File: config.mk
export PLATFORM = sky130hd
export DESIGN_NAME = mini_commit_fifo
export DESIGN_NICKNAME = d
export VERILOG_FILES = /design/src/rtl/mini_commit_fifo.sv
export SDC_FILE = /design/constraint.sdc
export NUM_CORES = 1
export LEC_CHECK = 0
export CORE_AREA = 2 2 100 102
export CTS_CLUSTER_SIZE = 16
export DETAILED_ROUTE_END_ITERATION = 8
export DIE_AREA = 0 0 102 104
export GPL_TIMING_DRIVEN = 0
export PLACE_DENSITY = 0.55
export SLEW_MARGIN = 30
export SYNTH_ARGS = -nofsm -noshare
export SYNTH_HDL_FRONTEND = slang
export SYNTH_SLANG_ARGS = --single-unit
File: constraint.sdc
create_clock -name clk -period 6.5 [get_ports clk]
set_input_delay 1.3 -clock clk [delete_from_list [all_inputs] [get_ports clk]]
set_output_delay 1.3 -clock clk [all_outputs]
set_load 0.02 [all_outputs]
File: src/rtl/mini_commit_fifo.sv
// -----------------------------------------------------------------------------
// mini_commit_fifo
// DEPTH-entry FIFO of packed commit records with registered storage and a
// combinational head view. A push into a full FIFO is accepted when a pop
// happens in the same cycle (the freed slot is reused).
// Ports:
//   clk, rst        clock, asynchronous active-high reset (pointers only)
//   push, push_data write request and record
//   pop             remove head (ignored when empty)
//   full, empty     occupancy flags
//   head            record at the read pointer
// -----------------------------------------------------------------------------
module mini_commit_fifo #(
  parameter int W     = 8,
  parameter int DEPTH = 8
) (
  input  logic         clk,
  input  logic         rst,
  input  logic         push,
  input  logic [W-1:0] push_data,
  input  logic         pop,
  output logic         full,
  output logic         empty,
  output logic [W-1:0] head
);

  localparam int AW = $clog2(DEPTH);

  logic [W-1:0]  mem [DEPTH];
  logic [AW-1:0] wr_ptr;
  logic [AW-1:0] rd_ptr;
  logic [AW:0]   count;
  logic          pop_ok;
  logic          push_ok;

  assign empty   = (count == '0);
  assign full    = (count == (AW+1)'(DEPTH));
  assign pop_ok  = pop && !empty;
  assign push_ok = push && (!full || pop_ok);
  assign head    = mem[rd_ptr];

  // Storage needs no reset: entries are only visible once counted.
  always_ff @(posedge clk) begin
    if (push_ok) begin
      mem[wr_ptr] <= push_data;
    end
  end

  // DEPTH is a power of two, so the pointers wrap naturally.
  always_ff @(posedge clk or posedge rst) begin
    if (rst) begin
      wr_ptr <= '0;
      rd_ptr <= '0;
      count  <= '0;
    end else begin
      if (push_ok) begin
        wr_ptr <= wr_ptr + AW'(1);
      end
      if (pop_ok) begin
        rd_ptr <= rd_ptr + AW'(1);
      end
      case ({push_ok, pop_ok})
        2'b10:   count <= count + (AW+1)'(1);
        2'b01:   count <= count - (AW+1)'(1);
        default: count <= count;
      endcase
    end
  end

endmodule

# After elaboration in Yosys (flattened, before gate mapping)
# Memory sizes are Yosys's and may differ from the RTL's.
# Index checks and enable logic that the tools add are counted.
# op_classes
reduce_logical,7
muxes,3
eq_ne,3
addsub,4
# op_table
operator,n
$pmux 4 s2,1
$add 3x1->3 const B,2
$add 4x1->4 const B,1
$eq 4x4->1 const B,1
$logic_not 4->1,1
$sub 4x1->4 const B,1
$eq 2x1->1 const B,1
$eq 2x2->1 const B,1
$logic_and 1x1->1,2
$logic_not 1->1,2
$mux 1,2
$reduce_bool 2->1,1
$logic_or 1x1->1,1
# totals
elab_cells,21
mem_bits_rw,64
inputBits,12
regBits,10
n_memories,1
# mem_list
memory,words,word_bits,read_ports,rd_clocked_by_memory_dff,wr,line_no,text
mem,8,8,1,0,1,29,logic [W-1:0] mem [DEPTH];

# Depth between registers and ports, before layout
# depth
depth_word,7
depth_mapped,10

# Worst setup path before layout
# No wires, ideal clock.
# synth_path
path_type,input to register
from,input port push
to,register count[3]
t_required_ps,6431
setup_time_ps,69
t_arrival_ps,2846
path_slack_ps,3584
cell_stages,8
n_path_buf,1
path_cell_list,buf_2 > or2_2 > inv_1 > ha_1 > or2_2 > nand3_1 > mux2_2 > nand3b_1
# synth_between
elab_chain_cells,3
word_cells_on_any_way,5
classes_between,eq/ne (2); mux (1); reduce/logical (2)
# synth_lines
item,line_no,text
start: declaration,19,"input logic push,"
$logic_and 1x1->1 *,39,assign push_ok = push && (!full || pop_ok);
$eq 2x1->1 or $eq 2x2->1 (tied branches),62,"case ({push_ok, pop_ok})"
$pmux 4 s2 or $reduce_bool 2->1 (tied branches),-,
end signal: assignment,63,2'b10: count <= count + (AW+1)'(1);
end signal: assignment,64,2'b01: count <= count - (AW+1)'(1);
end signal: assignment,65,default: count <= count;
end: declaration,32,logic [AW:0] count;
# Every way passes the cells marked *; elsewhere a longest branch is shown, timed or not.
# A chain may end at the register's enable or synchronous reset.

# Final worst setup path
# layout_path
from,register rd_ptr[1]
to,output port head[1]
# layout_between
elab_chain_cells,1
# layout_lines
item,line_no,text
start: declaration,31,logic [AW-1:0] rd_ptr;
start signal: assignment,60,rd_ptr <= rd_ptr + AW'(1);
$mem_v2 8x8,-,
end: declaration,24,output logic [W-1:0] head
# Every way passes these cells.

==> metrics.txt <==
status=finished, final reports clean; pwr dens=roughly 440 nW/um2; Pwr Total=0.001656 W; EDFF count, synth=between 60 and 70; worst path required time=5.20 ns; grt ovf=0; sequential share of the synthesized area=around 70%; worst endpoint data arrival time=2.72 ns; DR DRC count=0; post-route ant nets=0; 1st-iter DRT viols=36; vias per inst=4.510; Netlist cell types=31; TritonCTS Buffers=9; Die Wd=between 100 and 150 um; largest net degree at the start of global routing=14; number of global-route vias before repair=roughly 1600; I/O Pins=22; first-pass GRT wire length=between 8 and 9 mm; setup TNS=0 ns; post-synthesis cell area=~3100 um2; GP Congestion=0.6968; top cells by area, synth=edfxtp_1 61%, mux4_1 10%, dfrtp_1 8.0%; WL/cell=between 15 and 20 um; Post-CTS Setup Bufs=0; Main synth FF type=edfxtp_1; synthesized flop and latch total=between 70 and 80; GRT Overall Usage=~11%; Syn Area/Cell=between 15 and 20 um2; Synth Instances=roughly 170; later-pin clock latency in the skew report=0.34 ns; worst-margin pin slew=0.9041 ns; crit path time final=4.024 ns; post-synth top area share=around 61%; post-cts resize count=0; antenna cells=0; overall routed net length=around 5.4 mm; CTS tree=built; initial core utilization=approximately 33%; Worst Hold Class=reg -> reg; final hold viol count=0; Final period util=between 60% and 70%; final instance area=~3800 um2; Max rail drop VDD=approximately 0.14 mV; core area=roughly 9500 um2; Initial DRT Pass Iterations=4; max cap viols=0; Slew Limit Headroom=approximately 40%; RSZ-0062 raised after global routing=false; final net count=roughly 210; DP Area=approximately 3500 um2; # hold bufs at CTS=0; Root Buffer Master=clkbuf_8; initial antenna violation count=0; Worst Path Max Fanout=10; Reg2Reg Depth=10; die area=10610 um2; htree depth=3; Die Y=104 um; Reg-to-Reg End=count[3]$_DFFE_PP0P_; cell taking the most area after synthesis=edfxtp_1; Slew Viols, Final=0; vias after detailed routing=between 1500 and 2000; hold depth=1; I/O Buffers=20; num rows=36; Reg2Reg Setup Slack=just under 4 ns; CP endpoint=head[1]; Leakage=1.316 nW; clk slew on worst S/H paths=0.07 ns; Syn Nets=between 150 and 200; Fin Hold WS=roughly 0.55 ns; Clock Skews=a little under 0.005 ns; area grow syn2layout=19.99%; Critical Path Source=rd_ptr[1]$_DFFE_PP0N_; f_max=0.2485 GHz; most frequent cells after synthesis=64 x edfxtp_1, 12 x mux4_1, 10 x dfrtp_1, 10 x mux2_2; clk buf depth=2; setup violators final=0; most frequent cell after synthesis=edfxtp_1; Setup CP Type=reg -> out; warning count from the yosys run=0; worst flop-to-flop path startpoint=count[0]$_DFFE_PP0P_; Clock Sinks=74; fillers=about 900; Synth async-reset ratio=13.51%; CP Capture Type=output port; critical path startpoint category=flop; share of layout cells above drive strength 1=21.78%; HPWL after DPL=3.491 mm
layout by cell type (no fill, tap or decap), types with 2 or more instances in the layout:
| master | netlist | layout |
|---|---|---|
| buf_1 | 2 | 2 |
| buf_6 | 3 | 3 |
| bufinv_16 | 0 | 3 |
| clkbuf_8 | 0 | 9 |
| clkdlybuf4s50_1 | 0 | 20 |
| dfrtp_1 | 10 | 10 |
| edfxtp_1 | 64 | 64 |
| ha_1 | 4 | 4 |
| inv_1 | 6 | 6 |
| mux2_2 | 10 | 10 |
| mux2i_1 | 2 | 2 |
| mux4_1 | 12 | 12 |
| mux4_2 | 4 | 4 |
| nand2_1 | 9 | 9 |
| nand2b_1 | 4 | 4 |
| nand3_1 | 2 | 2 |
| nor2_1 | 9 | 8 |
| nor3_2 | 0 | 2 |
| or2_2 | 2 | 2 |
| or3_1 | 2 | 2 |
| xnor2_1 | 4 | 4 |
| xor2_1 | 2 | 2 |
cells by family (layout without fill, tap and decap cells):
family / Yosys count / count (layout) / synth area share (%)
multiplexers: 29 / 29 / 17.64
AO/OA/AOI/OAI: 7 / 7 / 2.195
flip-flops: 74 / 74 / 69.27
buffers and inverters: 13 / 50 / 2.354
AND/OR/NAND/NOR: 31 / 31 / 4.629
XOR/XNOR: 6 / 6 / 1.676
adder cells (fa/ha/maj): 5 / 5 / 2.235
worst min path at each step:
stage	from	endpoint	slack, ns
after global placement	wr_ptr[0]$_DFFE_PP0P_	wr_ptr[0]$_DFFE_PP0P_	0.52
final	count[2]$_DFFE_PP0P_	count[2]$_DFFE_PP0P_	0.55
after detailed placement	count[2]$_DFFE_PP0P_	count[2]$_DFFE_PP0P_	0.53
after CTS	wr_ptr[0]$_DFFE_PP0P_	wr_ptr[0]$_DFFE_PP0P_	0.55
after floorplan	wr_ptr[0]$_DFFE_PP0P_	wr_ptr[0]$_DFFE_PP0P_	0.49
after global routing	count[2]$_DFFE_PP0P_	count[2]$_DFFE_PP0P_	0.56
registers in the layout (all words and copies together), names as in the netlist:
register and count:
mem 64, count 4, wr_ptr 3, rd_ptr 3
worst max-delay path: stages, from the launching register on:
cell and delay (ns):
dfrtp_1 0.35, clkbuf_2 0.26, buf_1 0.55, mux4_1 0.40
mux2_2 0.29, clkdlybuf4s50_1 0.54
per-stage QoR:
stage,utilization [%],worst slack [ns],instances
CTS,39.37,2.414,335
finish,39.40,2.476,335
detailed placement,36.86,2.796,319
global placement,36.67,2.445,318
floorplan,-,3.584,165
global route,39.40,2.360,335
area by class of cell:
class | instances | area (um2) | share of cell area [%]
buffer | 7 | 51.30 | 1.363
clock buffer | 9 | 123.9 | 3.292
clock inverter | 7 | 116.4 | 3.093
inverter | 6 | 22.52 | 0.5986
multi-input combinational | 78 | 902.1 | 23.98
sequential | 74 | 2172 | 57.73
tap | 133 | 166.4 | 4.423
timing repair buffer | 21 | 207.7 | 5.520
layer usage:
layer	track usage, %	wire length [um]	vias to the layer above	part of all wire [%]
met4	5.714	100	0	1.9
met3	1.949	166	8	3.1
met1	14.58	2501	762	46
met5	0	0	-	0
met2	17.20	2616	27	49
li1	-	-	714	-
report_power, final:
part | total [W] | switching [W] | internal [W]
clock network | 0.000420 | 0.000165 | 0.000255
registers | 0.000643 | 0.0000414 | 0.000602
logic | 0.000593 | 0.000288 | 0.000305
(Power assumes the default switching activity.)
